<file path="src/rtl/modport_stepgen_if.sv">
// Command/readback and driver-pin bundle for modport_stepgen.
// master = the step generator itself; slave = register block plus driver pins.
interface modport_stepgen_if;
  logic               pause;
  logic               enable_driver;
  logic               dc_enable;
  logic signed [16:0] pulsewidth;
  logic signed [31:0] position;
  logic               dcmiss;
  logic               step;
  logic               dir;
  logic               drv_enn;
  logic               dce;
  logic               dci;
  logic               dco;

  modport master (
    input  pause, enable_driver, dc_enable, pulsewidth, dco,
    output position, dcmiss, step, dir, drv_enn, dce, dci
  );

  modport slave (
    output pause, enable_driver, dc_enable, pulsewidth, dco,
    input  position, dcmiss, step, dir, drv_enn, dce, dci
  );
endinterface

</file>
<file path="src/rtl/modport_stepgen.sv">
// STEP/DIR pulse generator for a TMC5130A-class driver with signed position tracking.
// Optional dcStep pins (DCEN/DCIN/DCO miss detection) are built when DCSTEP_EN is defined.
module modport_stepgen #(
  parameter int CLK_FREQ  = 100000000,
  parameter int STEP_HIGH = 10,
  parameter int SEQ_LEN   = 22
) (
  input logic               clk,
  input logic               resetn,
  modport_stepgen_if.master bus
);

  localparam int SEQ_W = $clog2(SEQ_LEN + 1);
  localparam logic [SEQ_W-1:0] SEQ_START = SEQ_W'(SEQ_LEN);
  localparam logic [SEQ_W-1:0] S_RISE    = SEQ_W'(SEQ_LEN - 2);
  localparam logic [SEQ_W-1:0] S_FALL    = SEQ_W'(SEQ_LEN - 2 - STEP_HIGH);

  if (CLK_FREQ <= 0) begin : g_bad_clk_freq
    $error("CLK_FREQ must be positive");
  end
  if (STEP_HIGH < 1 || STEP_HIGH > 15) begin : g_bad_step_high
    $error("STEP_HIGH must be in 1..15");
  end
  if (SEQ_LEN < STEP_HIGH + 2) begin : g_bad_seq_len
    $error("SEQ_LEN must be at least STEP_HIGH+2");
  end

  logic [31:0]        r_cnt;
  logic [SEQ_W-1:0]   r_seq;
  logic               r_step;
  logic               r_dir;
  logic signed [31:0] r_pos;
  logic               r_dcmiss;

  logic [16:0]        w_mag;
  logic [31:0]        w_cnt_inc;
  logic [SEQ_W-1:0]   w_seq_dec;
  logic               w_trigger;
  logic               w_dce;
  logic               w_miss;

  // -65536 negates to 17'h10000, which is the correct unsigned magnitude.
  assign w_mag     = bus.pulsewidth[16] ? (17'd0 - bus.pulsewidth) : bus.pulsewidth;
  assign w_cnt_inc = (&r_cnt) ? r_cnt : r_cnt + 32'd1;
  assign w_seq_dec = r_seq - SEQ_W'(1);
  assign w_trigger = (w_mag != 17'd0) && (w_cnt_inc >= {15'd0, w_mag}) &&
                     (r_seq == '0) && !bus.pause;

`ifdef DCSTEP_EN
  assign w_dce  = resetn & bus.enable_driver & bus.dc_enable;
  assign w_miss = w_dce & ~bus.dco;
`else
  logic w_unused_dc;
  assign w_unused_dc = bus.dc_enable ^ bus.dco;
  assign w_dce       = 1'b0;
  assign w_miss      = 1'b0;
`endif

  assign bus.drv_enn  = !(resetn && bus.enable_driver);
  assign bus.dce      = w_dce;
  assign bus.dci      = r_step & w_dce;
  assign bus.step     = r_step;
  assign bus.dir      = r_dir;
  assign bus.position = r_pos;
  assign bus.dcmiss   = r_dcmiss;

  // NOTE: all state uses non-blocking assignments so every branch sees pre-edge values.
  always_ff @(posedge clk or negedge resetn) begin
    if (!resetn) begin
      r_cnt    <= '0;
      r_seq    <= '0;
      r_step   <= 1'b0;
      r_dir    <= 1'b0;
      r_pos    <= '0;
      r_dcmiss <= 1'b0;
    end else if (bus.enable_driver) begin
      r_dcmiss <= 1'b0;
      if (w_trigger) begin
        r_cnt <= '0;
        r_dir <= bus.pulsewidth[16];
        r_seq <= SEQ_START;
      end else begin
        r_cnt <= w_cnt_inc;
        // A running sequence always completes, whatever pause or pulsewidth do.
        if (r_seq != '0) begin
          r_seq <= w_seq_dec;
          if (w_seq_dec == S_RISE) begin
            r_step <= 1'b1;
            r_pos  <= r_dir ? r_pos - 32'sd1 : r_pos + 32'sd1;
          end
          if (w_seq_dec == S_FALL)
            r_step <= 1'b0;
          if (w_seq_dec == '0 && w_miss)
            r_dcmiss <= 1'b1;
        end
      end
    end else begin
      r_dcmiss <= 1'b0;
    end
  end

endmodule

</file>
<file path="src/flat_wrapper.sv">
// flat-port wrapper written by rule: the top's interface ports become plain ports
module modport_stepgen_flat 
#(
  parameter int CLK_FREQ  = 100000000,
  parameter int STEP_HIGH = 10,
  parameter int SEQ_LEN   = 22
)
  (clk, resetn, bus_pause, bus_enable_driver, bus_dc_enable, bus_pulsewidth, bus_dco, bus_position, bus_dcmiss, bus_step, bus_dir, bus_drv_enn, bus_dce, bus_dci);
  modport_stepgen_if bus_i ();
  input logic clk;
  input logic resetn;
  input wire logic [$bits(bus_i.pause)-1:0] bus_pause;
  input wire logic [$bits(bus_i.enable_driver)-1:0] bus_enable_driver;
  input wire logic [$bits(bus_i.dc_enable)-1:0] bus_dc_enable;
  input wire logic [$bits(bus_i.pulsewidth)-1:0] bus_pulsewidth;
  input wire logic [$bits(bus_i.dco)-1:0] bus_dco;
  output wire logic [$bits(bus_i.position)-1:0] bus_position;
  output wire logic [$bits(bus_i.dcmiss)-1:0] bus_dcmiss;
  output wire logic [$bits(bus_i.step)-1:0] bus_step;
  output wire logic [$bits(bus_i.dir)-1:0] bus_dir;
  output wire logic [$bits(bus_i.drv_enn)-1:0] bus_drv_enn;
  output wire logic [$bits(bus_i.dce)-1:0] bus_dce;
  output wire logic [$bits(bus_i.dci)-1:0] bus_dci;
  assign bus_i.pause = bus_pause;
  assign bus_i.enable_driver = bus_enable_driver;
  assign bus_i.dc_enable = bus_dc_enable;
  assign bus_i.pulsewidth = bus_pulsewidth;
  assign bus_i.dco = bus_dco;
  assign bus_position = bus_i.position;
  assign bus_dcmiss = bus_i.dcmiss;
  assign bus_step = bus_i.step;
  assign bus_dir = bus_i.dir;
  assign bus_drv_enn = bus_i.drv_enn;
  assign bus_dce = bus_i.dce;
  assign bus_dci = bus_i.dci;
  modport_stepgen #(.CLK_FREQ(CLK_FREQ), .STEP_HIGH(STEP_HIGH), .SEQ_LEN(SEQ_LEN)) u_core (.clk(clk), .resetn(resetn), .bus(bus_i));
endmodule
</file>
<file path="config.mk">
export PLATFORM = sky130hd
export DESIGN_NAME = modport_stepgen_flat
export DESIGN_NICKNAME = d
export VERILOG_FILES = /design/src/rtl/modport_stepgen_if.sv /design/src/rtl/modport_stepgen.sv /design/src/flat_wrapper.sv
export SDC_FILE = /design/constraint.sdc
export NUM_CORES = 1
export LEC_CHECK = 0
export BUFFER_PORTS_ARGS = -buffer_cell sky130_fd_sc_hd__buf_2
export CORE_ASPECT_RATIO = 0.6
export CORE_UTILIZATION = 37
export DETAILED_ROUTE_END_ITERATION = 8
export GPL_TIMING_DRIVEN = 1
export PLACE_DENSITY = 0.65
export SLEW_MARGIN = 10
export SYNTH_ARGS = -nofsm -noshare
export SYNTH_HDL_FRONTEND = slang
export SYNTH_SLANG_ARGS = --single-unit
</file>
<file path="constraint.sdc">
create_clock -name clk -period 4.37 [get_ports clk]
set_input_delay 0.437 -clock clk [delete_from_list [all_inputs] [get_ports clk]]
set_output_delay 0.437 -clock clk [all_outputs]
set_load 0.05 [all_outputs]
</file>
# Yosys cells after proc, flatten, opt, wreduce, memory -nomap -nowiden
# Index checks and enable logic that the tools add are counted.
# word_totals
reg_bits,71
inputBits,23
out_inout_bits,38
# op_classes
n_addsub,5
n_lt_le_gt_ge,1
eq_ne,2
n_mux,8
bitwise_logic,1
reduce_logical,16
# ops
operator,count
$mux 32,3
$add 32x1->32 const B,1
$add 32x2->32 const B,1
$ge 32x17->1,1
$reduce_and 32->1,1
$sub 32x2->32 const B,1
$mux 17,1
$reduce_bool 17->1,1
$sub 1x17->17 const A,1
$mux 5,2
$reduce_and 4->1,2
$eq 5x4->1 const B,1
$eq 5x5->1 const B,1
$logic_not 5->1,1
$reduce_bool 5->1,1
$sub 5x1->5 const B,1
$logic_and 1x1->1,4
$reduce_and 2->1,2
$reduce_bool 2->1,2
$logic_not 1->1,2
$mux 1,2
$not 1->1,1

# Logic depth before layout (Yosys ltp)
# Gate-level depths: netlist of run 1.
# logic_depth
word_depth,8
ltp_mapped,19
mapped_depth_nobuf,17

# Worst setup path before layout of run 1
# Ideal clock, no wire load.
# synth_timing
path_kind,register to register
start,register u_core.r_dir (netlist: u_core.bus.dir)
end,register u_core.r_pos[30] (netlist: u_core.bus.position[30])
setup_ns,0.138
arrival_ns,3.685
required_time_ns,4.232
setup_slack_ns,0.548
stages_incl_launch_ff,12
n_path_buf,0
synth_period_minus_slack_ns,3.822
cell_sequence,dfrtp_1 > inv_1 > fa_1 > nor2b_1 > o2111ai_1 > nor4bb_1 > or4_1 > a41oi_1 > a41oi_1 > a21oi_1 > xnor2_1 > o21ai_0
# synth_via
elab_chain_len,1
# synth_rtl
element,line,rtl
"start, declared",modport_stepgen.sv:31,logic r_dir;
"start signal, assigned",modport_stepgen.sv:80,r_dir <= bus.pulsewidth[16];
$mux 32,modport_stepgen.sv:89,r_pos <= r_dir ? r_pos - 32'sd1 : r_pos + 32'sd1;
"end signal, assigned",modport_stepgen.sv:89,
"end, declared",modport_stepgen.sv:32,logic signed [31:0] r_pos;
# Every way passes these cells.
# A chain may end at the register's enable or synchronous reset.

# Worst setup path in the final report of run 1
# layout_timing
start,register u_core.r_cnt[1]
end,register u_core.r_cnt[9]
# layout_via
elab_chain_len,7
# layout_rtl
element,line,rtl
"start, declared",modport_stepgen.sv:28,logic [31:0] r_cnt;
"start signal, assigned",modport_stepgen.sv:83,r_cnt <= w_cnt_inc;
$add 32x1->32 or $reduce_and 32->1 (tied branches),modport_stepgen.sv:44,assign w_cnt_inc = (&r_cnt) ? r_cnt : r_cnt + 32'd1;
$mux 32 (*),modport_stepgen.sv:44,
$ge 32x17->1,modport_stepgen.sv:46,"assign w_trigger = (w_mag != 17'd0) && (w_cnt_inc >= {15'd0, w_mag}) &&"
$logic_and 1x1->1 (2 in series),modport_stepgen.sv:46,
$logic_and 1x1->1,modport_stepgen.sv:47,(r_seq == '0) && !bus.pause;
$mux 32 (*),modport_stepgen.sv:78,if (w_trigger) begin
# Every way passes the cells marked *; elsewhere a longest branch is shown, timed or not.

==> results of run 1 <==
-- through the flow --
step / hold WS, ns / instances
2_1_floorplan: 0.141 / 758
3_3_place_gp: 0.394 / 1028
3_5_place_dp: 0.388 / 1028
4_1_cts: 0.0305 / 1044
5_1_grt: 0.0466 / 1046
6_report: 0.0220 / 1046
-- path summary, 6_finish.rpt --
kind | from | endpoint | slack [ns] | cells past startpoint
max | u_core.r_cnt[1]$_DFFE_PN0P_ | u_core.r_cnt[9]$_DFFE_PN0P_ | 0.20 | 17
min | resetn | u_core.bus.position[16]$_DFFE_PN0P_ | 0.02 | 1
max reg2reg | u_core.r_cnt[1]$_DFFE_PN0P_ | u_core.r_cnt[9]$_DFFE_PN0P_ | 0.20 | 17
min reg2reg | u_core.bus.position[31]$_DFFE_PN0P_ | u_core.bus.position[31]$_DFFE_PN0P_ | 0.48 | 1
max in group asynchronous | resetn | u_core.r_cnt[0]$_DFFE_PN0P_ | 3.37 | 2
min in group clk | u_core.bus.position[31]$_DFFE_PN0P_ | u_core.bus.position[31]$_DFFE_PN0P_ | 0.48 | 1
-- cell usage after synthesis (7+ instances only) --
master    instances
nand2_1          85
nand3_1          27
buf_6             7
a21o_1           24
xnor2_1          48
o21ai_0          51
ha_1             53
o31ai_1           8
nor2b_1          10
nor2_1           82
nand2b_1          9
xor2_1           47
and3_1            8
a21oi_1          24
clkbuf_1         12
buf_2             7
nand4_1          18
inv_1            20
dfrtp_1          71
nor3_1           21
-- what timing repair did --
item | in CTS | in global routing
gates resized for setup | 0 | 2
endpoints found under the setup margin | 0 | 29
setup buffers | 0 | 2
hold endpoints to repair | 0 | 0
-- power breakdown --
part	switching (uW)	internal (uW)	leakage, uW
Sequential	213	868	0.000944
Clock	296	516	0.000156
Combinational	1730	990	0.00236
-- critical path, cell delays in order, from the launching register on --
cell,delay [ns]
dfrtp_1,0.43
ha_1,0.25
and4_1,0.27
nand4_1,0.20
nor4_4,0.31
buf_4,0.19
or2_1,0.21
xnor2_1,0.14
ha_1,0.26
a21o_1,0.18
a21o_1,0.17
a2111oi_0,0.38
o21ai_0,0.19
o211ai_1,0.12
nor3b_2,0.27
a21oi_4,0.16
buf_4,0.24
nor2_1,0.13
-- flip-flops by register name, indices dropped and copies added (netlist names) --
register / count
u_core.bus.position: 32
u_core.bus.step: 1
u_core.bus.dir: 1
u_core.r_seq: 5
u_core.r_cnt: 32
-- routing by layer --
layer | up-vias | GRT usage | share of wire
met5 | - | 0 | 0
li1 | 2780 | - | -
met4 | 0 | 0.0386 | 0.0092
met1 | 2634 | 0.329 | 0.59
met3 | 12 | 0.0369 | 0.060
met2 | 167 | 0.213 | 0.34
-- cells by family after synthesis --
| group | Yosys count | synth area share |
|---|---|---|
| multiplexers | 10 | 0.0175 |
| other | 1 | 0.000584 |
| adder cells (fa/ha/maj) | 54 | 0.106 |
| buffers and inverters | 58 | 0.0559 |
| AO/OA/AOI/OAI | 158 | 0.164 |
| AND/OR/NAND/NOR | 309 | 0.249 |
| XOR/XNOR | 95 | 0.130 |
| flip-flops | 71 | 0.277 |
-- layout make-up --
class	count	area [sq um]	share of cell area
clock buffer	11	243	0.0334
clock inverter	5	81.3	0.0112
multi-input combinational	629	4310	0.593
timing repair buffer	82	490	0.0675
tap	228	285	0.0393
sequential	71	1780	0.245
inverter	20	75.1	0.0103
-- cells in the final DEF, fill, tap and decap left out, drive strengths merged, types with 7 or more instances in the layout --
cell / netlist / routed
a21o: 24 / 24
a21oi: 25 / 25
xnor2: 48 / 48
o31ai: 9 / 9
dfrtp: 71 / 71
inv: 20 / 20
nor2b: 10 / 10
ha: 53 / 53
nor2: 82 / 82
nor3: 21 / 21
clkbuf: 19 / 11
nand2b: 9 / 9
xor2: 47 / 47
nand4: 19 / 19
nand3: 30 / 30
o21ai: 51 / 51
and3: 10 / 10
mux2: 7 / 7
nand2: 85 / 85
buf: 19 / 82
==> results.md, run 1 <==
- Area Overhead vs Synth: 13.1%
- Routed WL: approximately 16 mm
- Worst hold path class: in2async
- Vias: between 5,000 and 6,000
- Total congestion overflow: 0
- Post-synth ARST share: 1.00
- Fin util: 0.438
- Fin area: about 0.0073 sq mm
- Critical Path AT: about 4.4 ns
- Drt first-iter violations: 430
- P_leak: 0.00346 uW
- Clock skew: around 0.0042 ns
- Synthesized area per cell: ~8.5 sq um
- Final worst setup slack: 0.198 ns
- Placed Area: slightly below 0.007 sq mm
- Global-route wire length before repair: ~27 mm
- Post-synth top flop: dfrtp_1
- CTS root buffer: clkbuf_16
- Cts bufs inserted: 9
- Max-slew headroom: 0.262
- Crit-path max FO: 16
- Max Root-Sink Buffers: 2
- Row count: 36
- Setup TNS: 0 ns
- Worst slew pin tran: 1.11 ns
- Die width: roughly 170 microns
- Largest net degree at the start of global routing: 61
- MaxCap Viol Count: 0
- RePlAce Congestion: between 0.8 and 0.9
- Post-synth top area cell: dfrtp_1
- Seq/Total Area, Yosys: 0.277
- Htree depth: 3
- Worst vdd ir: about 0.27 mV
- Die ar.: 0.0179 sq mm
- CTS tree: yes
- PwrDens: 635 mW/mm^2
- DRT Pass-1 Iters: 4
- Ys Warns: 0
- Crit. End Element: register
- Overall Global Routing Usage: 0.186
- Startpoint Class: register
- Post-DR wirelength/cell: around 15 microns
- ANT cells: 0
- Final nets: 890
- Status: finished clean
- Min cycle time layout: ~4.2 ns
- Worst endpoint required time: around 4.6 ns
- Top cells by area, synth: dfrtp_1 28%, ha_1 10%, xnor2_1 6.5%, xor2_1 6.4%, nand2_1 5.0%
- Max Freq: ~240 MHz
- CORE AREA: approximately 0.017 sq mm
- Initial Utilization: 0.387
- Pins Over Slew Limit: 0
- Final period util: 0.955
- Post-CTS Hold Buffers: 0
- Library cells used by synthesis: 75
- Clk Latency, worst-skew pair: between 0.3 and 0.4 ns
- Yosys top cell area share: 0.277
- DIE HEIGHT: ~100 microns
- Pwr Total: between 4000 and 5000 uW
- Layout fillers: ~1,700
- Post-synth EDFFs: 0
- DRT antenna net count: 0
- Final Hold Viols: 0
- Sink Count: around 70
- Number of synthesized register bits: 71
- Layout cells sized above 1: 0.166
- Clock Pin Slew Worst Setup and Hold Paths: approximately 0.06 ns
- Dpl ws: about 0.21 ns
- HPWL Detailed: 12.2 mm
- Initial antenna violation count: 0
- Vias per cell: about 5.3
- Finish-stage setup viols: 0
- Mapped Area: around 0.0064 sq mm
- DRC viols: 0
- Vias in the first global route: approximately 5,000
- # IOs: 61
- Mapped Cells: approximately 760
- PortBufs: 55
- WS Path Type: reg2reg
Note: power is estimated with default switching activity, not from simulation.
==> run 2, diff against run 1 <==
GPL_ROUTABILITY_DRIVEN = 0   (was default)
HOLD_SLACK_MARGIN = 0.12   (was default)
==> results.md, run 2 (same netlist as run 1, synthesis figures left out) <==
- Die ar.: 0.0179 sq mm (unchanged)
- ANT cells: 0 (unchanged)
- Sink Count: 71 (unchanged)
- Worst endpoint required time: 4.63 ns (about the same)
- PortBufs: 55 (unchanged)
- Vias per cell: 5.33 (-0.35%)
- HPWL Detailed: 12.2 mm (unchanged)
- Layout fillers: 1,722 (-0.058%)
- Largest net degree at the start of global routing: 61 (unchanged)
- Non-filler instance count after layout: 1,047 (+0.096%)
- Routed WL: 16.0 mm (-0.14%)
- Final period util: 0.955 (about the same)
- DRT Pass-1 Iters: 5 (+1)
- PwrDens: 633 mW/mm^2 (-0.26%)
- Total congestion overflow: 0 (unchanged)
- Overall Global Routing Usage: 0.186 (unchanged)
- CTS root buffer: clkbuf_16
- Commonest cells after routing, fill and taps aside: 85 x nand2_1, 82 x nor2_1, 70 x dfrtp_1, 55 x buf_2, 53 x ha_1
- Area Overhead vs Synth: 13.3%
- Min cycle time layout: 4.17 ns (+0.00153 ns)
- Initial Utilization: 0.387 (unchanged)
- Dpl ws: 0.213 ns (unchanged)
- Max Root-Sink Buffers: 2 (unchanged)
- Global-route wire length before repair: 26.6 mm (about the same)
- Max-slew headroom: 0.261 (-0.00103)
- Worst vdd ir: 0.268 mV (about the same)
- Layout cells sized above 1: 0.166 (-0.000203)
- CORE AREA: 0.0166 sq mm (unchanged)
- Status: finished clean
- Critical Path AT: 4.43 ns (about the same)
- Clock skew: 0.00457 ns (+0.000364 ns)
- Dpl cells: 1,028 (unchanged)
- Post-DR wirelength/cell: 15.3 microns (-0.23%)
- Crit. End Element: register
- Row count: 36 (unchanged)
- Finish-stage setup viols: 0 (unchanged)
- Die width: 172 microns (unchanged)
- WS Path Type: reg2reg
- Vias in the first global route: 5,002 (+0.060%)
- Cts bufs inserted: 9 (unchanged)
- MaxCap Viol Count: 0 (unchanged)
- Commonest non-fill, non-tap cell in the layout: nand2_1
- CTS tree: yes
- DRT antenna net count: 0 (unchanged)
- Clock Pin Slew Worst Setup and Hold Paths: 0.06 ns (about the same)
- Htree depth: 3 (unchanged)
- Max Freq: 240 MHz (about the same)
- Vias: 5,579 (-0.25%)
- DRC viols: 0 (unchanged)
- Worst slew pin tran: 1.11 ns (+0.00154 ns)
- Final nets: 891 (+0.11%)
- Final Hold Viols: 0 (unchanged)
- Pins Over Slew Limit: 0 (unchanged)
- Drt first-iter violations: 417 (-3.0%)
- DIE HEIGHT: 104 microns (unchanged)
- # IOs: 61 (unchanged)
- Initial antenna violation count: 0 (unchanged)
- Final worst setup slack: 0.197 ns (-0.00153 ns)
- Startpoint Class: register
- Pwr Total: 4610 uW (-0.13%)
- Clk Latency, worst-skew pair: 0.33 ns (about the same)
- P_leak: 0.00346 uW (+0.12%)
- Worst hold path class: reg2reg
- Crit-path max FO: 16 (unchanged)
run 2: area by class of cell:
| type | count | area (sq um) | area share |
|---|---|---|---|
| Clock buffer | 11 | 243 | 0.0334 |
| Tap cell | 228 | 285 | 0.0392 |
| Inverter | 20 | 75.1 | 0.0103 |
| Clock inverter | 5 | 81.3 | 0.0112 |
| Timing Repair Buffer | 83 | 500 | 0.0688 |
| Multi-Input combinational cell | 629 | 4310 | 0.593 |
| Sequential cell | 71 | 1780 | 0.244 |
run 2: critical path: stages (launching register included):
cell and delay, ns:
dfrtp_1 0.43, ha_1 0.25, and4_1 0.27, nand4_1 0.20, nor4_4 0.31, buf_4 0.20
or2_1 0.21, xnor2_1 0.14, ha_1 0.26, a21o_1 0.18, a21o_1 0.17, a2111oi_0 0.38
o21ai_0 0.19, o211ai_1 0.12, nor3b_2 0.27, a21oi_4 0.16, buf_4 0.24, nor2_1 0.12
run 2: repair_timing:
item,4_1_cts,5_1_grt
resized for setup,0,2
setup endpoints to repair,0,29
hold buffers,1,0
endpoints found under the hold margin,26,0
setup buffers,0,2
run 2: power by group:
| group | switching [uW] | internal [uW] |
|---|---|---|
| Sequential | 213 | 868 |
| Combinational | 1720 | 990 |
| Clock | 295 | 516 |
run 2: stage by stage:
step	cell area, sq um	hold slack [ns]	utilization	setup TNS (ns)
final	7270	0.481	0.439	0
after detailed placement	6910	0.388	0.417	0
after floorplan	6430	0.141	-	0
after CTS	7250	0.484	0.437	0
after global placement	6910	0.394	0.417	0
after global routing	7270	0.521	0.439	-0.000486
run 2: routing by layer:
layer,share of wire,vias up,track usage,wire length [microns]
met2,0.34,154,0.213,5500
met3,0.063,12,0.0369,1010
met1,0.58,2631,0.329,9330
met5,0,-,0,0
li1,-,2782,-,-
met4,0.0093,0,0.0386,148
run 2: path summary, 6_finish.rpt:
path | endpoint | slack (ns) | cells past startpoint | from
setup / recovery | u_core.r_cnt[9]$_DFFE_PN0P_ | 0.20 | 17 | u_core.r_cnt[1]$_DFFE_PN0P_
hold / removal | u_core.bus.position[31]$_DFFE_PN0P_ | 0.48 | 1 | u_core.bus.position[31]$_DFFE_PN0P_
setup reg to reg | u_core.r_cnt[9]$_DFFE_PN0P_ | 0.20 | 17 | u_core.r_cnt[1]$_DFFE_PN0P_
hold reg to reg | u_core.bus.position[31]$_DFFE_PN0P_ | 0.48 | 1 | u_core.bus.position[31]$_DFFE_PN0P_
max in group asynchronous | u_core.r_cnt[0]$_DFFE_PN0P_ | 2.81 | 3 | resetn
min in group asynchronous | u_core.bus.position[16]$_DFFE_PN0P_ | 0.57 | 2 | resetn
==> run 3, diff against run 2 <==
--- a/config.mk
+++ b/config.mk
@@ -10,2 +10,3 @@
 export CORE_UTILIZATION = 37
+export CTS_CLUSTER_SIZE = 16
 export DETAILED_ROUTE_END_ITERATION = 8
@@ -15,3 +16,3 @@
 export PLACE_DENSITY = 0.65
-export SLEW_MARGIN = 10
+export SLEW_MARGIN = 20
 export SYNTH_ARGS = -nofsm -noshare
--- a/constraint.sdc
+++ b/constraint.sdc
@@ -3,2 +3,2 @@
 set_output_delay 0.437 -clock clk [all_outputs]
-set_load 0.05 [all_outputs]
+set_load 0.005 [all_outputs]
==> results.md, run 3 (same netlist as run 1, synthesis figures left out) <==
- Crit-path max FO: 16 (unchanged)
- Max Freq: 240 MHz (+0.13%)
- Min Hold Slack: 0.480 ns (-0.000490 ns)
- Pwr Total: 4130 uW (-10%)
- Clock Pin Slew Worst Setup and Hold Paths: 0.06 ns (about the same)
- Finish-stage setup viols: 0 (unchanged)
- PortBufs: 55 (unchanged)
- Vias per cell: 5.37 (+0.86%)
- Drt first-iter violations: 406 (-2.6%)
- Clk Latency, worst-skew pair: 0.33 ns (about the same)
- WHS Path Cells: 1 (unchanged)
- CTS tree: yes
- Startpoint Class: register
- Pint: 2370 uW (-0.12%)
- Max Root-Sink Buffers: 2 (unchanged)
- CP peak stage delay: 0.42 ns (about the same)
- ANT cells: 0 (unchanged)
- Final nets: 891 (unchanged)
- R2r setup slk: 0.20 ns (about the same)
- Crit Reg-Reg Endpoint: u_core.r_cnt[9]$_DFFE_PN0P_
- Final period util: 0.954 (-0.00125)
- Reg2Reg Depth: 17 (unchanged)
- Switching Fraction: 0.426 (-0.0588)
- Sequential share of power: 0.262 (+0.027)
- Worst hold path endpoint: u_core.bus.position[31]$_DFFE_PN0P_
- Vias in the first global route: 5,002 (unchanged)
- Worst path slowest cell: dfrtp_1
- Min cycle time layout: 4.17 ns (-0.00545 ns)
- P_leak: 0.00346 uW (about the same)
- Vias: 5,627 (+0.86%)
- Setup TNS: 0 ns (unchanged)
- Worst slew pin tran: 0.688 ns (-0.419 ns)
- Pins Over Slew Limit: 0 (unchanged)
- Sink Count: 71 (unchanged)
- Non-filler instance count after layout: 1,047 (unchanged)
- NetSw: 1760 uW (-21%)
- MaxCap Viol Count: 0 (unchanged)
- DRT antenna net count: 0 (unchanged)
- PwrDens: 567 mW/mm^2 (-10%)
- Post-DR wirelength/cell: 15.3 microns (+0.30%)
- Combinational share of power: 0.541 (-0.048)
- DRT Pass-1 Iters: 5 (unchanged)
- Status: finished clean
- Final worst setup slack: 0.202 ns (+0.00545 ns)
- FF-to-FF Start: u_core.r_cnt[1]$_DFFE_PN0P_
- Die ar.: 0.0179 sq mm (unchanged)
- Worst hold path class: reg2reg
- Critical Path AT: 4.42 ns (about the same)
- Clock skew: 0.00382 ns (-0.000744 ns)
- DRC viols: 0 (unchanged)
- Overall Global Routing Usage: 0.186 (unchanged)
- Layout cells sized above 1: 0.166 (unchanged)
- # IOs: 61 (unchanged)
- Largest net degree at the start of global routing: 61 (unchanged)
- Total congestion overflow: 0 (unchanged)
- Global-route wire length before repair: 26.6 mm (unchanged)
- Worst endpoint required time: 4.63 ns (about the same)
- Initial antenna violation count: 0 (unchanged)
- CTS root buffer: clkbuf_16
- Max-slew headroom: 0.540 (+0.279)
- WS Path Type: reg2reg
- Cts bufs inserted: 9 (unchanged)
- Commonest cells after routing, fill and taps aside: 85 x nand2_1, 82 x nor2_1, 70 x dfrtp_1, 55 x buf_2, 53 x ha_1
- Dpl ws: 0.213 ns (unchanged)
- Clock Power Share: 0.197 (+0.021)
- Crit path max-delay family: simple AND/OR/NAND/NOR gates
- Worst vdd ir: 0.230 mV (-14%)
- HPWL Detailed: 12.2 mm (unchanged)
- Hold Crit Start: u_core.bus.position[31]$_DFFE_PN0P_
- Dpl cells: 1,028 (unchanged)
- Crit. End Element: register
- CORE AREA: 0.0166 sq mm (unchanged)
- Area Overhead vs Synth: 13.4%
- Htree depth: 3 (unchanged)
- DIE HEIGHT: 104 microns (unchanged)
- Final Hold Viols: 0 (unchanged)
- Commonest non-fill, non-tap cell in the layout: nand2_1
- Routed WL: 16.0 mm (+0.30%)
- CP Buf/Inv Count: 2 (unchanged)
- Row count: 36 (unchanged)
- Die width: 172 microns (unchanged)
- Initial Utilization: 0.387 (unchanged)
- Worst path cell trace: ha_1, and4_1, nand4_1, nor4_4, buf_4, or2_1, xnor2_1, ha_1, a21o_1, a21o_1, a2111oi_0, o21ai_0, o211ai_1, nor3b_2, a21oi_4, buf_4, nor2_1
[run 3: cell counts in the layout (fill, tap and decap cells not counted)]
No cell type changed its count.
[run 3: how the worst max path moves through the flow]
stage                                 from                          end  cells past startpoint
5_1_grt        u_core.r_cnt[1]$_DFFE_PN0P_  u_core.r_cnt[3]$_DFFE_PN0P_                     19
6_report       u_core.r_cnt[1]$_DFFE_PN0P_  u_core.r_cnt[9]$_DFFE_PN0P_                     17
2_1_floorplan  u_core.r_cnt[5]$_DFFE_PN0P_   u_core.bus.dir$_DFFE_PN0P_                     18
4_1_cts        u_core.r_cnt[0]$_DFFE_PN0P_  u_core.r_cnt[9]$_DFFE_PN0P_                     18
3_5_place_dp   u_core.r_cnt[0]$_DFFE_PN0P_  u_core.r_cnt[1]$_DFFE_PN0P_                     18
3_3_place_gp   u_core.r_cnt[0]$_DFFE_PN0P_  u_core.r_cnt[1]$_DFFE_PN0P_                     18
[run 3: layout make-up]
type | count | area [sq um]
Multi-Input combinational cell | 629 | 4320
Clock buffer | 11 | 243
Inverter | 20 | 75.1
Clock inverter | 5 | 81.3
Tap cell | 228 | 285
Timing Repair Buffer | 83 | 500
Sequential cell | 71 | 1780
Fill cell | 1720 | 9300
[run 3: per-layer routing]
layer	part of all wire	global-route usage	vias up	wire length, microns
li1	-	-	2787	-
met1	0.58	0.329	2657	9280
met2	0.35	0.213	170	5540
met3	0.067	0.0369	13	1070
met4	0.0092	0.0386	0	148
met5	0	0	-	0
[run 3: power groups by stage]
| stage | Clock, uW | Sequential [uW] | Combinational (uW) |
|---|---|---|---|
| floorplan | 0 | 1070 | 1650 |
| global placement | 0 | 1080 | 2160 |
| detailed placement | 0 | 1090 | 2200 |
| CTS | 828 | 1080 | 2210 |
| global route | 853 | 1120 | 2520 |
| finish | 812 | 1080 | 2240 |
[run 3: per-stage QoR]
stage | area, sq um | utilization
finish | 7280 | 0.439
global route | 7280 | 0.439
CTS | 7250 | 0.437
detailed placement | 6910 | 0.417
global placement | 6910 | 0.417
floorplan | 6430 | -
[run 3: repair_timing]
action / 4_1_cts / 5_1_grt
setup buffers: 0 / 2
hold buffers: 1 / 0
gates resized for setup: 0 / 2
endpoints found under the hold margin: 26 / 0
endpoints found under the setup margin: 0 / 29
